$ cat src/rtl/prime_sched_pkg.sv
// Shared types and constants for the nth-prime job scheduler.
package prime_sched_pkg;

  typedef enum logic [2:0] {
    IDLE,
    CHECK,
    ISSUE,
    WAIT,
    RESP
  } sched_state_t;

  localparam int unsigned MAX_N_DEFAULT = 1000;

  localparam logic RSP_ERR_NONE = 1'b0;
  localparam logic RSP_ERR_FAIL = 1'b1;

endpackage

$ cat src/rtl/prime_rr_arbiter.sv
// Combinational round-robin pick: first asserted request at or after ptr.
module prime_rr_arbiter #(
  parameter int unsigned NREQ = 4,
  parameter int unsigned IW   = (NREQ > 1) ? $clog2(NREQ) : 1
) (
  input  logic [NREQ-1:0] req,
  input  logic [IW-1:0]   ptr,
  output logic [NREQ-1:0] grant,
  output logic [IW-1:0]   grant_idx,
  output logic            grant_any
);

  logic [IW-1:0] sel;

  always_comb begin
    grant     = '0;
    grant_idx = '0;
    grant_any = 1'b0;
    sel       = '0;
    for (int k = 0; k < int'(NREQ); k++) begin
      sel = IW'((int'(ptr) + k) % int'(NREQ));
      if (!grant_any && req[sel]) begin
        grant_any  = 1'b1;
        grant[sel] = 1'b1;
        grant_idx  = sel;
      end
    end
  end

endmodule

$ cat src/rtl/prime_job_scheduler.sv
// Shares one nth-prime engine among NREQ requesters with a one-entry result cache.
// Optional engine watchdog enabled by defining PRIME_SCHED_TIMEOUT_EN.
module prime_job_scheduler
  import prime_sched_pkg::*;
#(
  parameter int unsigned NREQ    = 4,
  parameter int unsigned NW      = 16,
  parameter int unsigned MAX_N   = MAX_N_DEFAULT,
  parameter int unsigned TIMEOUT = 65535
) (
  input  logic                 clk,
  input  logic                 n_reset,
  input  logic [NREQ-1:0]      req_valid,
  input  logic [NREQ*NW-1:0]   req_n,
  output logic [NREQ-1:0]      req_ready,
  output logic [NREQ-1:0]      rsp_valid,
  input  logic [NREQ-1:0]      rsp_ready,
  output logic [31:0]          rsp_prime,
  output logic                 rsp_err,
  output logic                 eng_start,
  output logic [NW-1:0]        eng_n,
  output logic                 eng_abort,
  input  logic                 eng_done,
  input  logic [31:0]          eng_result,
  output logic                 sched_busy,
  output logic [31:0]          jobs_done
);

  localparam int unsigned IW = (NREQ > 1) ? $clog2(NREQ) : 1;
  localparam logic [NW-1:0] MAX_N_W = NW'(MAX_N);

  sched_state_t state, state_next;

  logic [IW-1:0]   rr_ptr, cur_id, grant_idx;
  logic [NREQ-1:0] grant;
  logic            grant_any;
  logic [NW-1:0]   cur_n, cache_n, granted_n;
  logic [31:0]     cache_p;
  logic            cache_valid;
  logic            take_req, chk_err, chk_hit, eng_fin, timeout_hit, accept;

  prime_rr_arbiter #(.NREQ(NREQ), .IW(IW)) u_arb (
    .req       (req_valid),
    .ptr       (rr_ptr),
    .grant     (grant),
    .grant_idx (grant_idx),
    .grant_any (grant_any)
  );

  assign granted_n = req_n[grant_idx*NW +: NW];

`ifdef PRIME_SCHED_TIMEOUT_EN
  // Counts cycles spent in WAIT; a done in the same cycle as expiry takes priority.
  logic [31:0] wait_cnt;

  always_ff @(posedge clk or negedge n_reset) begin
    if (!n_reset)           wait_cnt <= '0;
    else if (state == WAIT) wait_cnt <= wait_cnt + 32'd1;
    else                    wait_cnt <= '0;
  end

  assign timeout_hit = (state == WAIT) && !eng_done && (wait_cnt == 32'(TIMEOUT - 1));
`else
  logic unused_timeout;
  assign unused_timeout = ^TIMEOUT;
  assign timeout_hit    = 1'b0;
`endif

  assign eng_abort = timeout_hit;

  always_ff @(posedge clk or negedge n_reset) begin
    if (!n_reset) state <= IDLE;
    else          state <= state_next;
  end

  always_comb begin
    state_next = state;
    take_req   = 1'b0;
    chk_err    = 1'b0;
    chk_hit    = 1'b0;
    eng_fin    = 1'b0;
    accept     = 1'b0;
    unique case (state)
      IDLE: if (grant_any) begin
        take_req   = 1'b1;
        state_next = CHECK;
      end
      CHECK: begin
        if (cur_n == '0 || cur_n > MAX_N_W) begin
          chk_err    = 1'b1;
          state_next = RESP;
        end else if (cache_valid && cache_n == cur_n) begin
          chk_hit    = 1'b1;
          state_next = RESP;
        end else begin
          state_next = ISSUE;
        end
      end
      ISSUE: state_next = WAIT;
      WAIT: begin
        if (eng_done) begin
          eng_fin    = 1'b1;
          state_next = RESP;
        end else if (timeout_hit) begin
          state_next = RESP;
        end
      end
      RESP: if (rsp_ready[cur_id]) begin
        accept     = 1'b1;
        state_next = IDLE;
      end
      default: state_next = IDLE;
    endcase
  end

  // Job context, response registers, cache and round-robin pointer.
  always_ff @(posedge clk or negedge n_reset) begin
    if (!n_reset) begin
      cur_id      <= '0;
      cur_n       <= '0;
      rsp_prime   <= '0;
      rsp_err     <= RSP_ERR_NONE;
      cache_valid <= 1'b0;
      cache_n     <= '0;
      cache_p     <= '0;
      jobs_done   <= '0;
      rr_ptr      <= '0;
    end else begin
      if (take_req) begin
        cur_id <= grant_idx;
        cur_n  <= granted_n;
      end
      if (chk_err || timeout_hit) begin
        rsp_prime <= '0;
        rsp_err   <= RSP_ERR_FAIL;
      end else if (chk_hit) begin
        rsp_prime <= cache_p;
        rsp_err   <= RSP_ERR_NONE;
      end else if (eng_fin) begin
        rsp_prime   <= eng_result;
        rsp_err     <= RSP_ERR_NONE;
        cache_valid <= 1'b1;
        cache_n     <= cur_n;
        cache_p     <= eng_result;
      end
      if (accept) begin
        jobs_done <= jobs_done + 32'd1;
        rr_ptr    <= (cur_id == IW'(NREQ - 1)) ? '0 : cur_id + 1'b1;
      end
    end
  end

  // Grants are withheld while reset is asserted so every output reads 0.
  assign req_ready  = (state == IDLE && n_reset) ? grant : '0;
  assign rsp_valid  = (state == RESP) ? (NREQ'(1) << cur_id) : '0;
  assign eng_start  = (state == ISSUE);
  assign eng_n      = cur_n;
  assign sched_busy = (state != IDLE);

endmodule

$ cat config.mk
export PLATFORM = sky130hd
export DESIGN_NAME = prime_job_scheduler
export DESIGN_NICKNAME = d
export VERILOG_FILES = /design/src/rtl/prime_sched_pkg.sv /design/src/rtl/prime_rr_arbiter.sv /design/src/rtl/prime_job_scheduler.sv
export SDC_FILE = /design/constraint.sdc
export NUM_CORES = 1
export LEC_CHECK = 0
export CAP_MARGIN = 20
export CORE_MARGIN = 2
export CORE_UTILIZATION = 44
export DETAILED_ROUTE_END_ITERATION = 6
export PLACE_DENSITY_LB_ADDON = 0.15
export SLEW_MARGIN = 20
export SYNTH_ARGS = -nofsm -noshare
export SYNTH_HDL_FRONTEND = slang
export SYNTH_SLANG_ARGS = --single-unit
$ cat constraint.sdc
create_clock -name clk -period 2.85 [get_ports clk]
set_input_delay 0.57 -clock clk [delete_from_list [all_inputs] [get_ports clk]]
set_output_delay 0.57 -clock clk [all_outputs]
set_load 0.01 [all_outputs]
* Word-level counts from Yosys, hierarchy flattened *
Index checks and enable logic that the tools add are counted.

cells by class
  add/sub/neg operators = 5
  multipliers = 0
  div/mod/pow operators = 0
  magnitude comparators = 10
  equality and inequality tests = 9
  shift operators = 2
  mux-type cells = 56
  bitwise logic cells = 5
  reductions and logical operators = 19

operators by type and width
  kind                                                                number
  two-way mux 32 bit                                                  3
  indexed part select 64 x 7 -> 16 bit                                1
  adder 32 x 1 -> 32 bit (second input constant)                      1
  two-way mux 1 bit                                                   27
  two-way mux 4 bit                                                   6
  equality test 16 bit                                                1
  > comparator 16 x 10 -> 1 bit (second input constant)               1
  zero test 16 bit                                                    1
  less-than comparator 2 x 3 -> 1 bit (second input constant)         5
  two-way mux 3 bit                                                   5
  case mux 3 bit (5 select lines)                                     1
  bitwise OR 4 bit                                                    3
  binary-select mux 1 bit (select 2 bit)                              5
  two-way mux 2 bit                                                   5
  logical AND 1 bit                                                   9
  demux 1 bit (select 2 bit)                                          4
  greater-or-equal comparator 2 x 1 -> 1 bit (second input constant)  4
  equality test 3 x 2 -> 1 bit (second input constant)                2
  != test 2 bit (second input constant)                               3
  AND reduction 3 bit                                                 2
  nonzero test 3 bit                                                  2
  adder 2 x 1 -> 2 bit (second input constant)                        2
  adder 2 bit (second input constant)                                 2
  left shift 1 x 2 -> 4 bit (first input constant)                    1
  7 further kinds                                                     10

storage, ports and cells
  register bits = 137
  bits in latches = 0
  bits in writable memories = 0
  bits in read-only memories = 0
  input port bits = 107
  output and inout bits = 92
  logic and storage cells = 116
  memories = 0

* Depth between registers and ports, before layout *
  depth after elaboration = 14
  gate-level depth with buffers = 11
  gate-level depth less buffers = 8

* Hierarchy *
Synthesis repeated with hierarchy kept, for this count alone.

second synthesis, totals
  cells, all modules = 564
  area, all modules = 6815.3 µm²

modules (own cells, without submodules)
  module               times used  cells each  area an instance (µm²)  seq. area each (µm²)
  prime_job_scheduler  1           519         6392.4                  3428.3
  prime_rr_arbiter     1           45          422.9                   0.0

* Worst setup path before layout *
No wires, ideal clock.

  path type = register to output
  from = reg rr_ptr[0]
  to = out req_ready[0]
  data arrival time = 2468 ps
  data required time = 2280 ps
  slack = -188 ps
  cell stages (with the launch flop) = 11
  buffers on the path = 2
  cell sequence = dfrtp_1 -> buf_2 -> inv_1 -> ha_1 -> clkbuf_2 -> mux4_2 -> nor2b_1 -> a22oi_1 -> nor2_1 -> a221oi_1 -> nor2_1

on the way
  cells in the longest elaborated chain, start to end = 13
  elaborated cells between the ends (all ways) = 48
  those cells by class = 3 x add/sub; 8 x order compare; 24 x mux; 3 x bitwise; 10 x reduce/logical

ends and longest elaborated chain
  what                                                                          RTL line                    text
  start, declared                                                               prime_job_scheduler.sv:34   logic [IW-1:0] rr_ptr, cur_id, grant_idx;
  start signal, assigned                                                        prime_job_scheduler.sv:148  rr_ptr <= (cur_id == IW'(NREQ - 1)) ? '0 : cur_id + 1'b1;
  branches (longest 11 deep; another with less-than comparator 2 x 3 -> 1 bit)  n/a
  two-way mux 4 bit *                                                           prime_rr_arbiter.sv:22      if (!grant_any && req[sel]) begin
  two-way mux 4 bit *                                                           prime_job_scheduler.sv:154  assign req_ready = (state == IDLE && n_reset) ? grant : '0;
  end, declared                                                                 prime_job_scheduler.sv:15   output logic [NREQ-1:0] req_ready,

Every way passes the cells marked *. The select of a mux whose other input is x is not followed.

* Worst setup path after layout *
  from = reg rr_ptr[1]
  to = out req_ready[0]

The elaborated chain is that of the path after synthesis.

==> impl_summary.md <==
Placed design
In this run the tool buffered the top-level ports with 197 buffer cells. In this run the cell area measured after placement is 0.00943 mm2. The congestion estimate from routability-driven global placement came to 0.872. The final HPWL from detailed placement is 13,100 um.

STA
Setup repair after global routing could not meet its margin everywhere. The slew of the pin with the lowest slew margin is 0.740 ns. Static timing analysis puts the maximum clock frequency at 324 MHz. The worst slew margin relative to its limit is 50.6%. The post-route fraction of the period consumed by the critical path is 108%. The time the final worst path needs with I/O delays and setup is roughly 3 ns. On the final layout, the worst hold slack is 0.254 ns.

In the final timing run, aggregate negative setup slack is -0.801 ns. The number of endpoints with negative hold slack in the final report is 0. The post-route clock skew is 0.00714 ns.

Setup violations remaining at the end of the flow were counted as 4. Once routing completed, OpenROAD measured the worst setup slack at -0.240 ns. The number of pins with negative max-slew slack in the final report is 0.

Power and ir drop
The power density normalized to cell area is approximately 900 mW/mm2. The analysis attributes to cell leakage a power of 4.41 nW. Across the VDD grid, the largest voltage drop is 579 uV.

Clock tree
The root cell of the clock tree is clkbuf_16. The clock net in this run drives a total of 137 sinks. The hold buffer count at CTS is 0. The H-tree generated during clock tree synthesis spans 4 levels. The clock transition time at the flip-flop clock pins of the worst setup and hold paths is 0.06 ns. In this run the deepest clock path goes through 2 buffers.

The number of buffers created by CTS is 17. TritonCTS built the clock tree. The clock reaches the later pin of the worst-skew pair after about 0.41 ns.

Floorplanning
The core region is 0.0157 mm2. The floorplan step defined a die boundary enclosing approximately 0.017 mm2. The die boundary width is 130 um. Once the floorplan was initialized, standard cells occupied 44.4% of the core. The number of top-level pins is a little under 200.

The overall die height is 130 um. The initialized floorplan defines 46 standard-cell rows.

Synth
The post-synthesis area per instance is roughly 12 um2. Synthesis produced a netlist with a net count of 703. The count of cell types in the netlist is 53. The portion of the post-synthesis area used by sequential elements is 49.1%. Synthesis inferred 137 register bits. The mapped netlist covers 0.00698 mm2. The area share of the largest cell type after synthesis is 49.1%. Yosys attributes the largest share of cell area to dfrtp_1 49%, mux2_2 7.9%, a221oi_1 4.5%. Summed over all instances, the cell type with the most area after synthesis is dfrtp_1.

The cell count after synthesis came out at around 600. Counting flops with an async set or reset pin after synthesis yields a share of 100%. In this run, synthesis inferred 0 flip-flops with an integrated enable. During synthesis, Yosys emitted a total of 0 warnings. Among all flip-flop cells after synthesis, the most frequent one is dfrtp_1.

Critical path
The critical path in this run is classified as flip-flop to output pin. STA classifies the critical path endpoint as an output pin. For flop-to-flop paths, the worst setup slack is 0.32 ns. The number of cells on the worst reg-to-reg path is 7. STA classifies the critical path startpoint as a flip-flop.

The worst path required time is 2.28 ns. The worst-path maximum fanout is 4. STA puts the critical path data arrival time at 2.52 ns. The worst register-to-register path ends at rsp_prime[8]. In this run the critical register-to-register path is launched from eng_n[1].

Status
The checks that failed: setup timing. The flow ran to the end, but the final reports show violations.

Routing
The vias per cell is 5.54. The number of violations reported at the end of detailed-routing iteration 0 is 255. The count of nets left with antenna violations once routing finished came out at 0.

Dividing the detail-routed wire length by the instance count gives 17.6 um. Summing over every cut layer, the via total after detailed routing is 5,746. The final routed wirelength across all metal layers is 18,300 um. The first-pass iteration count of the detailed router is 4. The DRC violation count after routing is 0.

Global routing
The via count of the first global-routing pass is 5,762. The combined global-route utilization of all metal layers is 22.1%. Entering global routing, the biggest net connects roughly 140 pins.

The first global-routing pass estimated 29,400 um of wire. The initial antenna violation count is 0. After global routing the overflow that remains totals 0.

Min path
In this run the worst hold path is classified as input port to asynchronous set/reset pin.

Layout
The post-route netlist has between 20 and 25% of its cells at a drive strength greater than 1. The post-route cell area is 0.0101 mm2. 0 antenna diodes ended up in the layout. The number of filler cells placed in the layout is 1,219. The net count reported at finish is 927. Compared with the post-synthesis result, the final layout area differs by 44.7%. Summing all multi-input logic gate instances after layout gives 0.00346 mm2. Summing all flip-flop and latch instances after layout gives 0.00343 mm2.

Job
The total of max-cap violations is 0.
[registers in the layout (all words and copies together), names as in the netlist]
signal	flops
cache_n	16
state	3
rsp_err	1
cache_p	32
cache_valid	1
rsp_prime	32
eng_n	16
cur_id	2
jobs_done	32
rr_ptr	2
[cell families (layout without fill, tap and decap cells)]
kind of cell	count (synthesis)	after routing	share of synthesized area, %
adders and majority gates	12	12	2.15
DFF	137	137	49.1
buffers and inverters	44	281	2.90
AOI/OAI and AO/OA	128	128	16.4
other	1	1	0.0537
muxes	71	71	11.6
xor gates and xnor gates	47	47	5.89
and+or+nand+nor	144	144	12.0
[cells in the mapped netlist, types with 2 or more instances]
| master | number |
|---|---|
| dfrtp_1 | 137 |
| mux2_2 | 49 |
| and2_1 | 38 |
| a221oi_1 | 36 |
| xnor2_1 | 31 |
| a22o_1 | 30 |
| clkbuf_1 | 25 |
| nand2_1 | 24 |
| a221o_2 | 20 |
| mux2i_1 | 19 |
| nor2_1 | 16 |
| xor2_1 | 16 |
| nand3_1 | 15 |
| a221o_1 | 12 |
| ha_1 | 12 |
| inv_1 | 8 |
| o21ai_0 | 8 |
| and3_1 | 7 |
| nand4_1 | 7 |
| nor4_1 | 7 |
| nor3_1 | 6 |
| a21oi_1 | 5 |
| buf_2 | 5 |
| a22oi_1 | 4 |
| nor3b_1 | 4 |
| and4_1 | 3 |
| buf_6 | 3 |
| mux4_2 | 3 |
| nor2b_1 | 3 |
| a211oi_1 | 2 |
| a22o_2 | 2 |
| and3b_1 | 2 |
| buf_4 | 2 |
| nand2b_1 | 2 |
| nor3b_2 | 2 |
| nor4_2 | 2 |
[what timing repair did]
| action | 4_1_cts | 5_1_grt |
|---|---|---|
| pin swaps | 8 | 7 |
| gates resized for setup | 27 | 5 |
| buffers inserted | 4 | 4 |
| endpoints found under the setup margin | 4 | 4 |
[metrics by stage]
stage / cells / total power (W) / utilization [%] / setup WS [ns]
after global routing: 1037 / 0.00994 / 64.3 / -0.355
after detailed placement: 997 / 0.00708 / 60.0 / -0.503
after CTS: 1033 / 0.00932 / 64.0 / -0.210
final: 1037 / 0.00935 / 64.3 / -0.240
after global placement: 997 / 0.00695 / 60.0 / -0.365
after floorplan: 584 / 0.00539 / - / 0.00540
[layout make-up]
class,count,area share (%)
Timing Repair Buffer,241,23.3
Clock inverter,13,1.19
Sequential cell,137,33.9
Inverter,8,0.297
Tap cell,216,2.67
Clock buffer,19,4.38
Multi-Input combinational cell,403,34.2
[worst max-delay path, stage by stage, from the launching register on]
cell and delay [ns]:
dfrtp_1 0.37, inv_2 0.06, ha_4 0.28, mux4_2 0.58, buf_4 0.18, a22oi_2 0.17, nor2_1 0.08, a221oi_2 0.18
nor2_1 0.08, buf_2 0.14
[routing by layer]
layer  share of wire (%)  GRT usage (%)  wire (um)  vias up
met5                   0              0          0        -
met4                 2.5           9.23        454        0
met3                 5.5           5.45       1000       34
met2                  47           35.6       8650      199
met1                  45           28.7       8160     2847
li1                    -              -          -     2666
[power breakdown]
| group | switching (W) | internal, W | leakage, nW | total [W] |
|---|---|---|---|---|
| Combinational | 0.00195 | 0.00233 | 2.33 | 0.00428 |
| Clock | 0.000846 | 0.00123 | 0.258 | 0.00207 |
| Sequential | 0.000497 | 0.00250 | 1.82 | 0.00299 |
| Total | 0.00330 | 0.00605 | 4.41 | 0.00935 |
[how the worst max path moves through the flow]
stage / start / end / slack (ns) / depth (start not counted)
after floorplan: rr_ptr[0] / req_ready[0] / 0.005 / 10
after global placement: req_valid[2] / req_ready[0] / -0.37 / 7
after detailed placement: req_valid[2] / req_ready[2] / -0.50 / 8
after CTS: rr_ptr[0] / req_ready[0] / -0.21 / 10
after global routing: rr_ptr[1] / req_ready[0] / -0.36 / 9
final: rr_ptr[1] / req_ready[0] / -0.24 / 9
[cell usage in the layout (no fill, tap or decap), drive strengths merged, types with 2 or more instances in the layout]
cell,netlist,layout
a211oi,3,3
a21oi,6,6
a221o,32,32
a221oi,36,36
a22o,32,32
a22oi,4,4
and2,38,38
and3,7,7
and3b,2,2
and4,3,3
buf,10,49
clkbuf,26,19
clkdlybuf4s50,0,192
clkinv,0,3
clkinvlp,0,6
dfrtp,137,137
ha,12,12
inv,8,11
mux2,49,49
mux2i,19,19
mux4,3,3
nand2,25,25
nand2b,2,2
nand3,15,15
nand4,7,7
nor2,16,16
nor2b,3,3
nor3,6,6
nor3b,6,6
nor4,10,10
o21ai,9,9
xnor2,31,31
xor2,16,16
Note: power is estimated with default switching activity, not from simulation.
